===== src/rtl/goose_sprite_engine_if.sv =====
// Pixel-side bundle between the VGA timing front end and the sprite engine.
// The timing/control side is the master; the sprite engine is the slave.
interface goose_sprite_engine_if #(
   parameter int LX_W  = 5,
   parameter int LY_W  = 5,
   parameter int IDX_W = 2
);
   logic [9:0]       hpos;
   logic [9:0]       vpos;
   logic             frame_start;
   logic             anim_en;
   logic [1:0]       mode;
   logic             restart;
   logic             move_en;
   logic [LX_W-1:0]  lut_x;
   logic [LY_W-1:0]  lut_y;
   logic             in_sprite;
   logic [IDX_W-1:0] frame_idx;
   logic             done;
   logic [9:0]       pos_x;
   logic [9:0]       pos_y;

   modport master (
      output hpos, vpos, frame_start, anim_en, mode, restart, move_en,
      input  lut_x, lut_y, in_sprite, frame_idx, done, pos_x, pos_y
   );

   modport slave (
      input  hpos, vpos, frame_start, anim_en, mode, restart, move_en,
      output lut_x, lut_y, in_sprite, frame_idx, done, pos_x, pos_y
   );
endinterface


===== src/rtl/goose_sprite_engine.sv =====
// Animation sequencer, bouncing motion and registered hit/LUT-coordinate path
// for one LUT-based sprite on a 640x480 raster.
module goose_sprite_engine #(
   parameter int NUM_FRAMES = 4,
   parameter int FRAME_HOLD = 8,
   parameter int SPR_W      = 32,
   parameter int SPR_H      = 32,
   parameter int SCALE      = 3,
   parameter int H_RES      = 640,
   parameter int V_RES      = 480,
   parameter int X0         = 256,
   parameter int Y0         = 50
) (
   input  logic                   clk,
   input  logic                   reset,
   goose_sprite_engine_if.slave   bus
);

   localparam int IDX_W = (NUM_FRAMES > 1) ? $clog2(NUM_FRAMES) : 1;
   localparam int LX_W  = $clog2(SPR_W);
   localparam int LY_W  = $clog2(SPR_H);
   localparam int SW    = SPR_W << SCALE;
   localparam int SH    = SPR_H << SCALE;

   localparam logic [9:0]       X_MAX     = 10'(H_RES - SW);
   localparam logic [9:0]       Y_MAX     = 10'(V_RES - SH);
   localparam logic [10:0]      SW_LIM    = 11'(SW);
   localparam logic [10:0]      SH_LIM    = 11'(SH);
   localparam logic [IDX_W-1:0] IDX_LAST  = IDX_W'(NUM_FRAMES - 1);
   localparam logic [IDX_W-1:0] IDX_ONE   = IDX_W'(1);
   localparam logic [7:0]       HOLD_LAST = 8'(FRAME_HOLD - 1);

   typedef enum logic [1:0] {
      MODE_LOOP    = 2'b00,
      MODE_PING    = 2'b01,
      MODE_ONESHOT = 2'b10,
      MODE_HOLD    = 2'b11
   } mode_e;

   // Shared by the ping-pong direction and both velocity signs: UP means +1.
   typedef enum logic {
      DIR_UP   = 1'b0,
      DIR_DOWN = 1'b1
   } dir_e;

   mode_e mode;
   assign mode = mode_e'(bus.mode);

   logic [IDX_W-1:0] idx_q,   idx_d;
   logic [7:0]       hold_q,  hold_d;
   dir_e             dir_q,   dir_d;
   logic             done_q,  done_d;
   logic [9:0]       pos_x_q, pos_x_d;
   logic [9:0]       pos_y_q, pos_y_d;
   dir_e             vel_x_q, vel_x_d;
   dir_e             vel_y_q, vel_y_d;
   logic [LX_W-1:0]  lut_x_q, lut_x_d;
   logic [LY_W-1:0]  lut_y_q, lut_y_d;
   logic             in_sprite_q, in_sprite_d;
   logic             advance;

   // Hit path: wrapped offsets from the sprite origin, clipped on both sides.
   logic [9:0] rel_x, rel_y;
   assign rel_x = bus.hpos - pos_x_q;
   assign rel_y = bus.vpos - pos_y_q;

   always_comb begin
      in_sprite_d = (bus.hpos >= pos_x_q) && ({1'b0, rel_x} < SW_LIM) &&
                    (bus.vpos >= pos_y_q) && ({1'b0, rel_y} < SH_LIM);
      lut_x_d     = LX_W'(rel_x >> SCALE);
      lut_y_d     = LY_W'(rel_y >> SCALE);
   end

   // NOTE: every variable gets a default before any branch so no path leaves
   // it unassigned; otherwise synthesis infers a latch to hold the old value.
   always_comb begin
      idx_d   = idx_q;
      hold_d  = hold_q;
      dir_d   = dir_q;
      done_d  = done_q;
      advance = 1'b0;

      if (mode != MODE_ONESHOT) begin
         done_d = 1'b0;
      end

      if (bus.restart) begin
         idx_d  = '0;
         hold_d = '0;
         dir_d  = DIR_UP;
         done_d = 1'b0;
      end else if (bus.frame_start && bus.anim_en && mode != MODE_HOLD) begin
         if (hold_q == HOLD_LAST) begin
            hold_d  = '0;
            advance = 1'b1;
         end else begin
            hold_d  = hold_q + 8'd1;
         end
      end

      if (advance) begin
         case (mode)
            MODE_LOOP: begin
               idx_d = (idx_q == IDX_LAST) ? '0 : idx_q + IDX_ONE;
            end
            MODE_PING: begin
               // A single frame has nowhere to bounce to; stay on frame 0.
               if (NUM_FRAMES > 1) begin
                  if (dir_q == DIR_UP) begin
                     if (idx_q == IDX_LAST) begin
                        dir_d = DIR_DOWN;
                        idx_d = idx_q - IDX_ONE;
                     end else begin
                        idx_d = idx_q + IDX_ONE;
                     end
                  end else begin
                     if (idx_q == '0) begin
                        dir_d = DIR_UP;
                        idx_d = idx_q + IDX_ONE;
                     end else begin
                        idx_d = idx_q - IDX_ONE;
                     end
                  end
               end
            end
            MODE_ONESHOT: begin
               if (idx_q == IDX_LAST) begin
                  done_d = 1'b1;
               end else begin
                  idx_d = idx_q + IDX_ONE;
                  if (idx_q == IDX_LAST - IDX_ONE) begin
                     done_d = 1'b1;
                  end
               end
            end
            MODE_HOLD: begin
            end
         endcase
      end
   end

   // Motion: one pixel per frame, clamped onto the edge when it reverses.
   always_comb begin
      pos_x_d = pos_x_q;
      pos_y_d = pos_y_q;
      vel_x_d = vel_x_q;
      vel_y_d = vel_y_q;

      if (bus.frame_start && bus.move_en) begin
         if (vel_x_q == DIR_UP) begin
            if (pos_x_q >= X_MAX - 10'd1) begin
               pos_x_d = X_MAX;
               vel_x_d = DIR_DOWN;
            end else begin
               pos_x_d = pos_x_q + 10'd1;
            end
         end else begin
            if (pos_x_q <= 10'd1) begin
               pos_x_d = '0;
               vel_x_d = DIR_UP;
            end else begin
               pos_x_d = pos_x_q - 10'd1;
            end
         end

         if (vel_y_q == DIR_UP) begin
            if (pos_y_q >= Y_MAX - 10'd1) begin
               pos_y_d = Y_MAX;
               vel_y_d = DIR_DOWN;
            end else begin
               pos_y_d = pos_y_q + 10'd1;
            end
         end else begin
            if (pos_y_q <= 10'd1) begin
               pos_y_d = '0;
               vel_y_d = DIR_UP;
            end else begin
               pos_y_d = pos_y_q - 10'd1;
            end
         end
      end
   end

   // NOTE: state registers use non-blocking assignments so every flop samples
   // the pre-edge values, independent of statement order.
   always_ff @(posedge clk or posedge reset) begin
      if (reset) begin
         idx_q       <= '0;
         hold_q      <= '0;
         dir_q       <= DIR_UP;
         done_q      <= 1'b0;
         pos_x_q     <= 10'(X0);
         pos_y_q     <= 10'(Y0);
         vel_x_q     <= DIR_UP;
         vel_y_q     <= DIR_UP;
         lut_x_q     <= '0;
         lut_y_q     <= '0;
         in_sprite_q <= 1'b0;
      end else begin
         idx_q       <= idx_d;
         hold_q      <= hold_d;
         dir_q       <= dir_d;
         done_q      <= done_d;
         pos_x_q     <= pos_x_d;
         pos_y_q     <= pos_y_d;
         vel_x_q     <= vel_x_d;
         vel_y_q     <= vel_y_d;
         lut_x_q     <= lut_x_d;
         lut_y_q     <= lut_y_d;
         in_sprite_q <= in_sprite_d;
      end
   end

   assign bus.lut_x     = lut_x_q;
   assign bus.lut_y     = lut_y_q;
   assign bus.in_sprite = in_sprite_q;
   assign bus.frame_idx = idx_q;
   assign bus.done      = done_q;
   assign bus.pos_x     = pos_x_q;
   assign bus.pos_y     = pos_y_q;

endmodule


===== src/flat_wrapper.sv =====
// flat-port wrapper written by rule: the top's interface ports become plain ports
module goose_sprite_engine_flat 
#(
   parameter int NUM_FRAMES = 4,
   parameter int FRAME_HOLD = 8,
   parameter int SPR_W      = 32,
   parameter int SPR_H      = 32,
   parameter int SCALE      = 3,
   parameter int H_RES      = 640,
   parameter int V_RES      = 480,
   parameter int X0         = 256,
   parameter int Y0         = 50
)
  (clk, reset, bus_hpos, bus_vpos, bus_frame_start, bus_anim_en, bus_mode, bus_restart, bus_move_en, bus_lut_x, bus_lut_y, bus_in_sprite, bus_frame_idx, bus_done, bus_pos_x, bus_pos_y);
  goose_sprite_engine_if #(.LX_W(5), .LY_W(5), .IDX_W(2)) bus_i ();
  input  logic clk;
  input  logic reset;
  input wire logic [$bits(bus_i.hpos)-1:0] bus_hpos;
  input wire logic [$bits(bus_i.vpos)-1:0] bus_vpos;
  input wire logic [$bits(bus_i.frame_start)-1:0] bus_frame_start;
  input wire logic [$bits(bus_i.anim_en)-1:0] bus_anim_en;
  input wire logic [$bits(bus_i.mode)-1:0] bus_mode;
  input wire logic [$bits(bus_i.restart)-1:0] bus_restart;
  input wire logic [$bits(bus_i.move_en)-1:0] bus_move_en;
  output wire logic [$bits(bus_i.lut_x)-1:0] bus_lut_x;
  output wire logic [$bits(bus_i.lut_y)-1:0] bus_lut_y;
  output wire logic [$bits(bus_i.in_sprite)-1:0] bus_in_sprite;
  output wire logic [$bits(bus_i.frame_idx)-1:0] bus_frame_idx;
  output wire logic [$bits(bus_i.done)-1:0] bus_done;
  output wire logic [$bits(bus_i.pos_x)-1:0] bus_pos_x;
  output wire logic [$bits(bus_i.pos_y)-1:0] bus_pos_y;
  assign bus_i.hpos = bus_hpos;
  assign bus_i.vpos = bus_vpos;
  assign bus_i.frame_start = bus_frame_start;
  assign bus_i.anim_en = bus_anim_en;
  assign bus_i.mode = bus_mode;
  assign bus_i.restart = bus_restart;
  assign bus_i.move_en = bus_move_en;
  assign bus_lut_x = bus_i.lut_x;
  assign bus_lut_y = bus_i.lut_y;
  assign bus_in_sprite = bus_i.in_sprite;
  assign bus_frame_idx = bus_i.frame_idx;
  assign bus_done = bus_i.done;
  assign bus_pos_x = bus_i.pos_x;
  assign bus_pos_y = bus_i.pos_y;
  goose_sprite_engine #(.NUM_FRAMES(NUM_FRAMES), .FRAME_HOLD(FRAME_HOLD), .SPR_W(SPR_W), .SPR_H(SPR_H), .SCALE(SCALE), .H_RES(H_RES), .V_RES(V_RES), .X0(X0), .Y0(Y0)) u_core (.clk(clk), .reset(reset), .bus(bus_i));
endmodule

===== config.mk =====
export PLATFORM = sky130hd
export DESIGN_NAME = goose_sprite_engine_flat
export DESIGN_NICKNAME = d
export VERILOG_FILES = /design/src/rtl/goose_sprite_engine_if.sv /design/src/rtl/goose_sprite_engine.sv /design/src/flat_wrapper.sv
export SDC_FILE = /design/constraint.sdc
export NUM_CORES = 1
export LEC_CHECK = 0
export CAP_MARGIN = 10
export CELL_PAD_IN_SITES_DETAIL_PLACEMENT = 1
export CELL_PAD_IN_SITES_GLOBAL_PLACEMENT = 1
export CORE_UTILIZATION = 35
export DETAILED_ROUTE_END_ITERATION = 10
export PLACE_DENSITY_LB_ADDON = 0.2
export SYNTH_ARGS = -nofsm -noshare
export SYNTH_HDL_FRONTEND = slang
export SYNTH_SLANG_ARGS = --single-unit

===== constraint.sdc =====
create_clock -name clk -period 1.9 [get_ports clk]
set_input_delay 0.19 -clock clk [delete_from_list [all_inputs] [get_ports clk]]
set_output_delay 0.19 -clock clk [all_outputs]
set_load 0.05 [all_outputs]

==> flow_summary.json <==
{
  "outcome": "finished with violations",
  "violations": "negative setup slack",
  "cts_hold_buf": 0,
  "cts_sinks": 45,
  "worst_pin_slew_ns": 0.735,
  "synth-edff-count": 0,
  "p_leak_uw": 0.00223,
  "numCtsBuffers": 5,
  "start_util_pct": 36.2,
  "tns_ns": -0.701,
  "dieArea_mm2": 0.00999,
  "cts_root_buf": "clkbuf_8",
  "vias": 3689,
  "routedWlPerCell_um": 17.3,
  "first_pass_iters": 4,
  "postSynthAreaPerCell_um2": 8.46,
  "grt_pass1_wl_mm": 19.0,
  "arrival_ns": 2.28,
  "min_period_over_period_pct": 107,
  "yosys_warnings": 0,
  "clock_path_buffers": 2,
  "die_h_um": 100,
  "final_cells": 673,
  "fillers": 1078,
  "grt_usage_pct": 23.9,
  "path_class": "reg -> reg",
  "ys_ff_latch": 45,
  "fmax_ghz": 0.493,
  "final_antenna_net_count": 0,
  "rsz0062_at_grt": "true",
  "path_clk_slew_ns": 0.10,
  "ir_drop_mv": 0.827,
  "synth_seq_area_share_pct": 33.7,
  "synth_cell_type_count": 55,
  "r2r-end": "u_core.bus.pos_y[3]",
  "setup_viol": 12,
  "r2r_setup_slack_ns": -0.13,
  "clock_latency_ns": 0.32,
  "antenna_found_initial": 0,
  "syn-cell-area_mm2": 0.00336,
  "skew_ns": 0.0115,
  "port_buffers": 61,
  "layout_commonest_cell": "buf_4",
  "placed_cells": 653,
  "fin_nets": 602,
  "min_period_ns": 2.03,
  "setup_ws_ns": -0.130,
  "final_cell_mix": "buf_4, clkdlybuf4s50_1, nand2_1",
  "grt_overflow_total": 0,
  "place_congestion": 0.927,
  "dp_hpwl_mm": 8.66,
  "io_pins": 62,
  "r2r.worst_path.cells": 7,
  "htreeDepth": 2,
  "dieWidth_um": 100,
  "hp-class": "in -> async",
  "synthFlopType": "dfrtp_1",
  "synth_async_sr_flop_share_pct": 100,
  "crit_path_end_kind": "register",
  "coreArea_mm2": 0.00928,
  "p_per_area_mw_per_mm2": 1530,
  "synth_cells": 397,
  "drtIter0Drc": 112,
  "cap_viol_max_count": 0,
  "maxSlewHeadroom_pct": 50.6,
  "p_total_uw": 8070,
  "routed_wl_mm": 11.7,
  "hold_viol": 0,
  "cts_tree": "yes",
  "vias_per_cell": 5.48,
  "worstPathRequired_ns": 2.15,
  "syn_nets": 456,
  "n_antenna_cell": 0,
  "syn_to_final_growth_pct": 57.6,
  "grt_max_degree": 34,
  "r2r-start": "u_core.bus.pos_y[0]",
  "drt_drc_violations_left": 0,
  "path_max_fanout": 7,
  "std_cell_rows": 35,
  "slew_viol_final": 0,
  "grt_pass1_vias": 3845,
  "drive_gt1_share_pct": 35.1,
  "crit_path_start_kind": "register"
}
==> critical path, stage by stage (launching register included) <==
cell	delay [ns]
dfrtp_4	0.55
ha_4	0.21
a41oi_4	0.17
o311ai_4	0.16
buf_4	0.17
o32a_1	0.31
or3_1	0.30
o21ai_1	0.09
==> synthesized netlist by cell type (all sizes together) (6+ instances only) <==
master	count	area, µm²
dfrtp	41	1030
nand2	38	143
o21ai	33	165
inv	32	120
ha	31	388
nor2	29	109
a21oi	27	135
nand3	20	100
nor3	16	85.1
o31ai	11	110
clkbuf	9	33.8
xor2	7	61.3
buf	6	56.3
nand4	6	37.5
o31a	6	52.6
==> metrics by stage <==
step	cell area, µm²	setup slack (ns)	util, %	hold slack, ns
6_report	5290	-0.130	57.0	0.134
2_1_floorplan	3610	-0.201	-	0.313
3_5_place_dp	4880	-0.271	52.6	0.486
5_1_grt	5290	-0.212	57.0	0.155
3_3_place_gp	4880	-0.205	52.6	0.461
4_1_cts	5100	-0.131	55.0	0.135
==> area by class of cell <==
cell class	instances	area (µm²)	area share, %
repair buffers	154	1350	25.5
inverters	32	123	2.32
well taps	129	161	3.05
multi-input cells	305	2410	45.6
flip-flops and latches	45	1150	21.8
clock inverters	3	22.5	0.426
clock buffers	5	68.8	1.30
==> cells by family (layout without fill, tap and decap cells) <==
group	count (synthesis)	in the layout	share of synthesized area, %
fa+ha+maj	31	31	11.5
xor+xnor	12	12	3.13
compound gates	125	125	25.5
flops	45	45	33.7
simple gates	137	137	19.9
buf+inv	47	194	6.26
==> registers in the layout, indices dropped and copies added, names as in the netlist, 2 cells and up <==
| signal | flops |
|---|---|
| u_core.bus.frame_idx | 2 |
| u_core.bus.lut_y | 5 |
| u_core.hold_q | 8 |
| u_core.bus.lut_x | 5 |
| u_core.bus.pos_y | 10 |
| u_core.bus.pos_x | 10 |
==> report_power, final <==
| part | leakage (µW) | switching [µW] | internal [µW] |
|---|---|---|---|
| registers | 0.000550 | 306 | 1320 |
| clock network | 0.0000364 | 390 | 259 |
| logic | 0.00164 | 3280 | 2520 |
| total | 0.00223 | 3980 | 4100 |
==> layer usage <==
layer | wire length [µm] | track usage, % | vias to the layer above
met5 | 0 | 0 | -
met2 | 5920 | 42.8 | 54
met4 | 123 | 5.66 | 0
li1 | - | - | 1756
met1 | 5340 | 30.3 | 1867
met3 | 292 | 3.48 | 12
==> worst max-delay path by stage <==
stage | from | depth (start not counted) | slack, ns | end
2_1_floorplan | u_core.bus.pos_x[2] | 8 | -0.20 | u_core.bus.in_sprite
3_3_place_gp | bus_hpos[1] | 7 | -0.21 | u_core.bus.in_sprite
3_5_place_dp | bus_hpos[1] | 7 | -0.27 | u_core.bus.in_sprite
4_1_cts | u_core.bus.pos_y[1] | 7 | -0.13 | u_core.bus.lut_y[3]
5_1_grt | u_core.bus.pos_y[1] | 8 | -0.21 | u_core.bus.pos_y[6]
6_report | u_core.bus.pos_y[0] | 7 | -0.13 | u_core.bus.pos_y[3]
==> timing repair <==
action / in CTS / in global routing
setup buffers: 6 / 7
pin swaps: 10 / 17
cloned: 0 / 0
hold endpoints to repair: 0 / 0
resized for setup: 24 / 38
endpoints found under the setup margin: 19 / 29
Note: power is estimated with default switching activity, not from simulation.
